File: src/rtl/param_bram_fifo.sv
// param_bram_fifo: parametrised single-clock FIFO built on an inferred block RAM.
// Standard mode registers the head word on an accepted read. FWFT mode adds a
// presentation register in front of the RAM so the head word sits on buf_out
// without a read. The FWFT word count includes the presented word.
module param_bram_fifo #(
   parameter int DATA_WIDTH = 8,
   parameter int ADDR_WIDTH = 3,
   parameter bit FWFT       = 1'b0,
   parameter int AF_THRESH  = (2**ADDR_WIDTH) - 2,
   parameter int AE_THRESH  = 2
) (
   input  logic                  clk,
   input  logic                  rst_n,
   input  logic                  flush,
   input  logic [DATA_WIDTH-1:0] buf_in,
   input  logic                  wr_en,
   input  logic                  rd_en,
   output logic [DATA_WIDTH-1:0] buf_out,
   output logic                  buf_empty,
   output logic                  buf_full,
   output logic                  almost_full,
   output logic                  almost_empty,
   output logic                  overflow,
   output logic                  underflow,
   output logic [ADDR_WIDTH:0]   fifo_counter
);

   localparam int DEPTH = 2**ADDR_WIDTH;
   localparam logic [ADDR_WIDTH:0]   DEPTH_C = (ADDR_WIDTH+1)'(DEPTH);
   localparam logic [ADDR_WIDTH:0]   AF_C    = (ADDR_WIDTH+1)'(AF_THRESH);
   localparam logic [ADDR_WIDTH:0]   AE_C    = (ADDR_WIDTH+1)'(AE_THRESH);
   localparam logic [ADDR_WIDTH:0]   CNT_ONE = (ADDR_WIDTH+1)'(1);
   localparam logic [ADDR_WIDTH-1:0] PTR_ONE = ADDR_WIDTH'(1);

   // Thresholds must leave a usable window between the two almost flags.
   generate
      if (AE_THRESH >= AF_THRESH || AF_THRESH > DEPTH) begin : g_bad_thresh
         $error("param_bram_fifo: need AE_THRESH < AF_THRESH <= DEPTH");
      end
   endgenerate

   logic [DATA_WIDTH-1:0] mem [DEPTH];
   logic [ADDR_WIDTH-1:0] wr_ptr, rd_ptr;
   logic                  out_valid;      // FWFT only: buf_out holds a live word
   logic                  rd_acc, wr_acc, load;
   logic                  out_valid_nxt;
   logic [ADDR_WIDTH:0]   mem_cnt, cnt_nxt;

   // Accept decisions, RAM-to-output load and next count/presentation state.
   always_comb begin
      rd_acc        = rd_en && !buf_empty;
      wr_acc        = wr_en && (!buf_full || rd_acc);
      // Words still inside the RAM (the presented FWFT word has already left it).
      mem_cnt       = fifo_counter - {{ADDR_WIDTH{1'b0}}, out_valid};
      load          = rd_acc;
      out_valid_nxt = 1'b0;
      if (FWFT) begin
         // Refill the presentation register whenever it is free or being consumed.
         load          = (mem_cnt != '0) && (!out_valid || rd_acc);
         out_valid_nxt = load || (out_valid && !rd_acc);
      end
      cnt_nxt = fifo_counter;
      if (wr_acc && !rd_acc)
         cnt_nxt = fifo_counter + CNT_ONE;
      else if (rd_acc && !wr_acc)
         cnt_nxt = fifo_counter - CNT_ONE;
   end

   // Pointers, count, registered flags and sticky errors.
   always_ff @(posedge clk or negedge rst_n) begin
      if (!rst_n) begin
         wr_ptr       <= '0;
         rd_ptr       <= '0;
         fifo_counter <= '0;
         out_valid    <= 1'b0;
         buf_empty    <= 1'b1;
         buf_full     <= 1'b0;
         almost_empty <= 1'b1;
         almost_full  <= 1'b0;
         overflow     <= 1'b0;
         underflow    <= 1'b0;
      end else if (flush) begin
         wr_ptr       <= '0;
         rd_ptr       <= '0;
         fifo_counter <= '0;
         out_valid    <= 1'b0;
         buf_empty    <= 1'b1;
         buf_full     <= 1'b0;
         almost_empty <= 1'b1;
         almost_full  <= 1'b0;
         overflow     <= 1'b0;
         underflow    <= 1'b0;
      end else begin
         if (wr_acc) wr_ptr <= wr_ptr + PTR_ONE;
         if (load)   rd_ptr <= rd_ptr + PTR_ONE;
         fifo_counter <= cnt_nxt;
         out_valid    <= out_valid_nxt;
         buf_empty    <= FWFT ? !out_valid_nxt : (cnt_nxt == '0);
         buf_full     <= (cnt_nxt == DEPTH_C);
         almost_full  <= (cnt_nxt >= AF_C);
         almost_empty <= (cnt_nxt <= AE_C);
         overflow     <= overflow  | (wr_en && !wr_acc);
         underflow    <= underflow | (rd_en && buf_empty);
      end
   end

   // RAM write port; left without reset so it maps onto block RAM.
   always_ff @(posedge clk) begin
      if (wr_acc && !flush)
         mem[wr_ptr] <= buf_in;
   end

   // RAM read port / output register; read-before-write covers full rd+wr.
   always_ff @(posedge clk or negedge rst_n) begin
      if (!rst_n)
         buf_out <= '0;
      else if (flush)
         buf_out <= '0;
      else if (load)
         buf_out <= mem[rd_ptr];
   end

endmodule

File: config.mk
export PLATFORM = sky130hd
export DESIGN_NAME = param_bram_fifo
export DESIGN_NICKNAME = d
export VERILOG_FILES = /design/src/rtl/param_bram_fifo.sv
export SDC_FILE = /design/constraint.sdc
export NUM_CORES = 1
export LEC_CHECK = 0
export BUFFER_PORTS_ARGS = -buffer_cell sky130_fd_sc_hd__buf_2
export CAP_MARGIN = 20
export CORE_UTILIZATION = 50
export DETAILED_ROUTE_END_ITERATION = 12
export GPL_ROUTABILITY_DRIVEN = 0
export GPL_TIMING_DRIVEN = 1
export PLACE_DENSITY = 0.69
export SLEW_MARGIN = 20
export SYNTH_ARGS = -nofsm -noshare
export SYNTH_HDL_FRONTEND = slang
export SYNTH_SLANG_ARGS = --single-unit
File: constraint.sdc
create_clock -name clk -period 3.1 [get_ports clk]
set_input_delay 0.62 -clock clk [delete_from_list [all_inputs] [get_ports clk]]
set_output_delay 0.62 -clock clk [all_outputs]
set_load 0.03 [all_outputs]
==> results_dict.tcl, run 1 <==
set metrics [dict create \
    synth_cell_type_count 41 \
    design_area_mm2 0.00412 \
    routed-wl-met3_um 232 \
    clkTransAtPathRegs_ns 0.09 \
    drt-initial-drc-count 65 \
    worst_ir_drop_vdd_uv 338 \
    cts-root-buf "clkbuf_8" \
    cts_buffers 9 \
    maxSlewHeadroom_pct 47.8 \
    rsz0062_at_grt "false" \
    cts_tree "built" \
    antenna_found_initial 0 \
    clockBufferDepth 2 \
    fmax_mhz 478 \
    dp_slack_ns 0.686 \
    yosysSeqAreaShare_pct 69.5 \
    power_density_mw_per_mm2 600 \
    num-fill-cells 574 \
    grt_pass1_wl_um 10000 \
    layout_commonest_cell "edfxtp_1" \
    clock_latency_ns 0.35 \
    drtPass1Iterations 4 \
    wl_met1_um 3020 \
    crit_type "reg2reg" \
    postCtsHoldBufs 0 \
    htree_levels 3 \
    syn_area_per_cell_um2 16.9 \
    tightestPinTransition_ns 0.782 \
    diodes 0 \
    hold_violations 0 \
    drive_gt1_share_pct 31.4 \
    grtUsageTotal_pct 18.8 \
    via_per_inst 5.38 \
    syn_area_mm2 0.00363 \
    drc 0 \
    ys_ff_latch 88 \
    postCtsSetupBuffers 0 \
    cp.required_ns 3.16 \
    path_cells "inv_1, o21ai_1, or3_1, nor3_1, buf_4" \
    setup_violations 0 \
    start_util_pct 52.6 \
    dieArea_mm2 0.00761 \
    dp_hpwl_um 4410 \
    drtAntennaViolNets 0 \
    min_period_ns 2.09 \
    die_w_um 87.2 \
    slowest_delay_ns 0.44 \
    fin_worst_skew_ns 0.0101 \
    max_cap_violations 0 \
    placed_area_mm2 0.00392 \
    topRoutingLayerUsed "met4" \
    wl_met2_um 2970 \
    ctsResizeCount 0 \
    synth_fp_nets 232 \
    status "finished clean" \
    cp_slowest_cell "dfrtp_1" \
    grt_pass1_vias 1891 \
    drv_slew 0 \
    clock_sinks 88 \
    final_core_util_pct 59.6 \
    cp-end-kind "flop" \
    nets 273 \
    critPathMaxFanout 6 \
    hold_path_class "in2async" \
    routed_wl_um 6370 \
    tns_ns 0 \
    grt_max_degree 26 \
    p_leak_nw 1.51 \
    ios 31 \
    wl_per_cell_um 17.8 \
    die_y_um 87.2 \
    r2r_cells 5 \
    p_total_w 0.00247 \
    layout_common_cells "edfxtp_1, buf_2, nor2_1" \
    grt_overflow 0 \
    portBuffers 30 \
    cp_data_arrival_time_ns 2.15 \
    postSynthCellCount 215 \
    core_mm2 0.00691 \
    startpoint_type "flop" \
    rows 30 \
    via_count 1919 \
    fin_ws_ns 1.01 \
    period_share_pct 67.5 \
    synth.yosys.warnings 0 \
    syn2layout_area_growth_pct 13.4 \
]
==> per-layer routing <==
layer / vias to the layer above / GRT usage [%]
li1: 902 / -
met1: 955 / 26.1
met2: 52 / 28.1
met3: 10 / 4.27
met4: 0 / 9.84
met5: - / 0
==> sequential cells by signal, summed over array words and instances (netlist names), 3 cells and up <==
signal,flops
rd_ptr,3
fifo_counter,4
mem,64
wr_ptr,3
buf_out,8
==> synthesized netlist by cell type (all sizes together) <==
cell type	n	share of area, %
a211oi	10	2.2
a21o	1	0.21
a21oi	4	0.55
a311o	1	0.28
a31oi	1	0.17
a41o	1	0.28
buf	10	2.0
clkbuf	2	0.21
dfrtp	22	15
dfstp	2	1.4
edfxtp	64	53
ha	4	1.4
inv	4	0.41
mux2	1	0.41
mux2i	11	3.0
mux4	16	9.9
nand2	5	0.52
nand2b	3	0.52
nand3	2	0.41
nor2	28	3.0
nor2b	3	0.52
nor3	4	0.55
nor3b	1	0.34
nor4	1	0.17
nor4bb	1	0.28
o21ai	1	0.14
o21bai	1	0.21
o311ai	1	0.24
or2b	1	0.31
or3	1	0.17
or4	1	0.21
xnor2	5	1.4
xor2	2	0.48
==> worst max-delay path, delay by kind of cell, from the launching register on <==
kind | cells | cell delay [ns]
simple gates | 2 | 0.86
compound gates | 1 | 0.17
flops | 1 | 0.44
buf+inv | 2 | 0.34
==> metrics by stage <==
| stage | hold WS (ns) | cells |
|---|---|---|
| 3_3_place_gp | 0.486 | 341 |
| 3_5_place_dp | 0.479 | 341 |
| 4_1_cts | 0.244 | 357 |
| 5_1_grt | 0.273 | 357 |
| 2_1_floorplan | 0.324 | 215 |
| 6_report | 0.240 | 357 |
==> power by group <==
| part | switching [W] | leakage [nW] | internal [W] |
|---|---|---|---|
| Sequential | 0.0000462 | 0.897 | 0.00131 |
| Combinational | 0.000183 | 0.518 | 0.000132 |
| Clock | 0.000376 | 0.0988 | 0.000421 |
| Total | 0.000606 | 1.51 | 0.00187 |
==> final cells by class <==
type | instances | area, um^2 | share of cell area, %
inverter | 4 | 15.0 | 0.365
clock inverter | 3 | 42.5 | 1.03
tap | 96 | 120 | 2.92
multi-input combinational | 111 | 1010 | 24.6
timing repair buffer | 42 | 240 | 5.83
clock buffer | 13 | 160 | 3.89
sequential | 88 | 2520 | 61.3
==> kinds of logic (layout without fill, tap and decap cells) <==
logic type                 Yosys count  count (layout)  synth area share [%]
AOI/OAI and AO/OA                   21              21                  4.27
buffers and inverters               16              62                  2.62
and+or+nand+nor                     51              51                  6.96
adders and majority gates            4               4                  1.38
xor gates and xnor gates             7               7                  1.89
DFF                                 88              88                  69.5
muxes                               28              28                  13.4
==> final timing paths <==
| kind | endpoint | from | slack, ns |
|---|---|---|---|
| setup / recovery | mem[0][1] | buf_full | 1.01 |
| hold / removal | buf_out[2] | rst_n | 0.24 |
| setup reg to reg | mem[0][1] | buf_full | 1.01 |
| hold reg to reg | underflow | underflow | 0.49 |
| max in group asynchronous | almost_empty | rst_n | 2.49 |
| min in group clk | underflow | underflow | 0.49 |
(Power assumes the default switching activity.)
==> run 2, diff against run 1 <==
ABC_AREA = 1   (was default)
PLACE_DENSITY = 0.71   (was 0.69)
clock period = 1.7 ns   (was 3.1 ns; I/O delays follow)
==> results_dict.tcl, run 2 <==
set metrics [dict create \
    async_reset_ff_share_pct 27.3 \
    r2r-start "buf_empty" \
    drtPass1Iterations 5 \
    rsz0062_at_grt "false" \
    num-fill-cells 562 \
    cp_slowest_cell "dfstp_2" \
    synthTopCellsByArea "edfxtp_1, dfrtp_1, nor2_1" \
    cts-root-buf "clkbuf_8" \
    path_cells "inv_1, nand2_4, inv_2, o21ai_1, nor2_4, nand2_4, nor2_4" \
    antenna_found_initial 0 \
    dp_slack_ns -0.242 \
    core_mm2 0.00694 \
    syn_area_mm2 0.00368 \
    synth.most_common_cell "edfxtp_1" \
    p_leak_nw 1.71 \
    min_period_ns 1.60 \
    tightestPinTransition_ns 0.535 \
    nets 387 \
    postSynthCellCount 325 \
    die_w_um 87.8 \
    crit_type "reg2reg" \
    diodes 0 \
    drv_slew 0 \
    hold_start "buf_in[6]" \
    fin_worst_skew_ns 0.00710 \
    via_count 2551 \
    synth_fp_nets 342 \
    worst_ir_drop_vdd_uv 644 \
    clockBufferDepth 2 \
    maxSlewHeadroom_pct 64.3 \
    startpoint_type "flop" \
    yosysTopAreaCellShare_pct 52.2 \
    syn2layout_area_growth_pct 16.6 \
    dp_hpwl_um 5570 \
    tns_ns 0 \
    grt_max_degree 35 \
    synth.yosys.warnings 0 \
    top_register "mem" \
    r2r-end "mem[1][3]" \
    yosysSeqAreaShare_pct 68.6 \
    synthMuxAreaShare_pct 0 \
    stdcell_count 471 \
    cts_tree "built" \
    final_core_util_pct 61.8 \
    crit_buf_inv 2 \
    synth_top_family_by_area "simple AND/OR/NAND/NOR gates" \
    dieArea_mm2 0.00771 \
    cp_data_arrival_time_ns 1.66 \
    max_cap_violations 0 \
    synth_xor_area_share_pct 0.714 \
    synth_cell_type_count 29 \
    cp.required_ns 1.76 \
    layout_common_cells "edfxtp_1, nor2_1, nand2_1" \
    slowest_delay_ns 0.38 \
    grt_overflow 0 \
    synth-simple-area-share_pct 16.5 \
    htree_levels 3 \
    hold_path_depth 1 \
    fin_ws_ns 0.102 \
    drive_gt1_share_pct 23.5 \
    portBuffers 30 \
    fmax_mhz 626 \
    ios 31 \
    cp_top_family "simple AND/OR/NAND/NOR gates" \
    grt_pass1_wl_um 12800 \
    cts_buffers 9 \
    drc 0 \
    clock_sinks 88 \
    wl_per_cell_um 17.5 \
    cp-startpoint "buf_empty" \
    critPathMaxFanout 8 \
    yosysTopAreaCell "edfxtp_1" \
    hold_path_class "in2reg" \
    grt_pass1_vias 2500 \
    synthAdderAreaFrac_pct 1.36 \
    syn_area_per_cell_um2 11.3 \
    status "finished clean" \
    hold_violations 0 \
    ys.flop_type "edfxtp_1" \
    r2r_cells 7 \
    ys_ff_latch 88 \
    via_per_inst 5.42 \
    clock_latency_ns 0.37 \
    power_density_mw_per_mm2 1090 \
    rrSetupSlack_ns 0.10 \
    critPathCapture "mem[1][3]" \
    period_share_pct 94.0 \
    drtAntennaViolNets 0 \
    synth-compound-area-share_pct 9.32 \
    layout_commonest_cell "edfxtp_1" \
    grtUsageTotal_pct 23.6 \
    largest_reg_flops 64 \
    drt-initial-drc-count 220 \
    die_y_um 87.8 \
    synth_edf_count 64 \
    synthTopCellsByCount "edfxtp_1, nor2_1, nand2_1, o21ai_0, dfrtp_1" \
    start_util_pct 53.0 \
    routed_wl_um 8250 \
    rows 30 \
    critical_path_depth 7 \
    top_regs "mem x64, buf_out x8, fifo_counter x4" \
    dp.cells 454 \
    cp-end-kind "flop" \
    clkTransAtPathRegs_ns 0.09 \
    setup_violations 0 \
]
==> run 2: report_power, final <==
part	switching (W)	total, W	leakage [nW]	internal (W)
clock network	0.000792	0.00149	0.0958	0.000694
registers	0.0000458	0.00245	0.896	0.00240
logic	0.000517	0.000740	0.720	0.000223
total	0.00135	0.00467	1.71	0.00332
==> run 2: layout make-up <==
| type | instances | area, um^2 | share of cell area (%) |
|---|---|---|---|
| clock buffers | 9 | 124 | 2.89 |
| clock inverters | 7 | 77.6 | 1.81 |
| inverters | 19 | 71.3 | 1.66 |
| multi-input cells | 207 | 1110 | 25.8 |
| flip-flops and latches | 88 | 2520 | 58.9 |
| well taps | 96 | 120 | 2.80 |
| repair buffers | 45 | 265 | 6.18 |
==> run 2: cell families (layout without fill, tap and decap cells) <==
family	count (synthesis)	count (layout)
simple gates	140	140
fa+ha+maj	4	4
xor+xnor	3	3
flops	88	88
compound gates	60	60
buf+inv	30	80
==> run 2: how the worst min path moves through the flow <==
stage	end	slack [ns]
4_1_cts	wr_ptr[1]	0.29
3_5_place_dp	fifo_counter[0]	0.36
2_1_floorplan	almost_full	0.04
5_1_grt	mem[5][6]	0.29
6_report	mem[4][6]	0.30
3_3_place_gp	fifo_counter[0]	0.35
==> run 2: worst register-to-register path: stages, from the launching register on <==
cell and delay (ns):
dfstp_2 0.38, inv_1 0.10, nand2_4 0.06, inv_2 0.05
o21ai_1 0.11, nor2_4 0.19, nand2_4 0.14, nor2_4 0.26
==> run 2: routing by layer <==
metal / up-vias / global-route usage, % / routed length [um]
li1: 1218 / - / -
met1: 1211 / 32.8 / 3660
met2: 110 / 35.4 / 3800
met3: 12 / 5.56 / 657
met4: 0 / 10.7 / 128
met5: - / 0 / 0
==> run 2: repair_timing <==
action,CTS,global route
hold buffers,1,0
pin swaps,0,2
endpoints found under the setup margin,64,64
gates cloned,0,0
gates resized for setup,9,12
buffers inserted,0,0
hold endpoints to repair,22,0
==> run 2: stage by stage <==
step / instance area [um^2] / hold WS [ns] / power [W]
after floorplan: 3680 / 0.0444 / 0.00295
after global placement: 4000 / 0.349 / 0.00318
after detailed placement: 4000 / 0.358 / 0.00320
after CTS: 4240 / 0.293 / 0.00467
after global routing: 4290 / 0.291 / 0.00486
final: 4290 / 0.304 / 0.00467
==> run 3, diff against run 2 <==
CORE_UTILIZATION = 53   (was 50)
PLACE_DENSITY = 0.75   (was 0.71)
==> results_dict.tcl, run 3 (synthesis gave the netlist of run 2 again) <==
set metrics [dict create \
    status "finished clean" \
    top_register "mem" \
    fin_worst_skew_ns 0.0130 \
    clockBufferDepth 2 \
    layout_common_cells "edfxtp_1, nor2_1, nand2_1" \
    grt_pass1_wl_um 12300 \
    syn2layout_area_growth_pct 16.0 \
    max_cap_violations 0 \
    crit_type "reg2reg" \
    drv_slew 0 \
    fmax_mhz 622 \
    grt_busiest_layer "met2" \
    grtUsageMet2_pct 33.9 \
    ios 31 \
    via_count 2470 \
    cp-end-kind "flop" \
    via_per_inst 5.43 \
    holdWs_ns 0.307 \
    wl_per_cell_um 16.8 \
    p_leak_nw 1.71 \
    slowest_delay_ns 0.38 \
    tns_ns 0 \
    dp_slack_ns -0.227 \
    drtAntennaViolNets 0 \
    routed_wl_um 7660 \
    drive_gt1_share_pct 24.3 \
    clock_latency_ns 0.36 \
    die_w_um 85.3 \
    critPathMaxFanout 8 \
    gr-usage-met3_pct 5.54 \
    hold_violations 0 \
    hold_path_class "in2reg" \
    path_cells "inv_2, nand2_4, inv_2, o21ai_2, nor2_2, nand2_4, nor2_4" \
    grt.met1_usage_pct 33.9 \
    maxSlewHeadroom_pct 65.2 \
    cts_tree "built" \
    grtUsageTotal_pct 23.2 \
    cts_buffers 9 \
    p_total_w 0.00466 \
    diodes 0 \
    min_period_ns 1.61 \
    start_util_pct 54.5 \
    fin_ws_ns 0.0913 \
    layout_commonest_cell "edfxtp_1" \
    portBuffers 30 \
    tightestPinTransition_ns 0.523 \
    drtPass1Iterations 5 \
    grt_max_degree 35 \
    drc 0 \
    ff_latch_area_mm2 0.00252 \
    power_density_mw_per_mm2 1090 \
    largest_reg_flops 64 \
    clkTransAtPathRegs_ns 0.09 \
    setup_violations 0 \
    dieArea_mm2 0.00728 \
    startpoint_type "flop" \
    cp.required_ns 1.74 \
    final_core_util_pct 63.2 \
    cp_top_family "simple AND/OR/NAND/NOR gates" \
    nets 387 \
    dp_hpwl_um 5360 \
    cts-root-buf "clkbuf_8" \
    htree_levels 3 \
    grt_pass1_vias 2366 \
    multi_input_area_mm2 0.00111 \
    period_share_pct 94.6 \
    crit_buf_inv 2 \
    drt-initial-drc-count 289 \
    top_regs "mem x64, buf_out x8, fifo_counter x4" \
    cp_data_arrival_time_ns 1.65 \
    clock_sinks 88 \
    rows 30 \
    rsz0062_at_grt "false" \
    worst_ir_drop_vdd_uv 586 \
    die_y_um 85.3 \
    grt_overflow 0 \
    cp_slowest_cell "dfstp_2" \
    num-fill-cells 536 \
    core_mm2 0.00676 \
    antenna_found_initial 0 \
]
-- run 3: cell counts in the layout (fill, tap and decap cells not counted) --
No cell type changed its count.
-- run 3: final timing paths --
kind	from	cells past startpoint	slack (ns)	to
worst max-delay path	buf_empty	7	0.09	mem[1][4]
worst min-delay path	buf_in[6]	1	0.31	mem[5][6]
worst max register to register	buf_empty	7	0.09	mem[1][4]
worst min register to register	buf_out[1]	2	0.48	buf_out[1]
max in group asynchronous	rst_n	2	0.84	almost_empty
min in group asynchronous	rst_n	2	0.49	fifo_counter[0]
-- run 3: metal layers --
layer | vias up | share of wire [%]
li1 | 1215 | -
met1 | 1159 | 45
met2 | 86 | 46
met3 | 10 | 8.4
met4 | 0 | 1.1
met5 | - | 0
-- run 3: metrics by stage --
| step | instance area [um^2] | cells |
|---|---|---|
| after floorplan | 3680 | 325 |
| after global placement | 3980 | 438 |
| after detailed placement | 3980 | 438 |
| after CTS | 4210 | 455 |
| after global routing | 4270 | 455 |
| final | 4270 | 455 |
-- run 3: layout make-up --
class | instances | area share [%]
inverters | 19 | 1.67
clock buffers | 9 | 2.90
well taps | 80 | 2.34
flip-flops and latches | 88 | 59.1
repair buffers | 45 | 6.21
multi-input cells | 207 | 25.9
clock inverters | 7 | 1.85
-- run 3: where the power goes --
| group | internal [W] | leakage (nW) | switching [W] |
|---|---|---|---|
| Sequential | 0.00240 | 0.896 | 0.0000445 |
| Clock | 0.000697 | 0.0982 | 0.000773 |
| Combinational | 0.000227 | 0.718 | 0.000515 |
| Total | 0.00332 | 1.71 | 0.00133 |
-- run 3: what timing repair did --
item	CTS	global route
setup endpoints to repair	64	64
pin swaps	0	4
buffers inserted	0	0
cloned	0	0
gates resized for setup	8	14
hold endpoints to repair	22	0
hold buffers	1	0
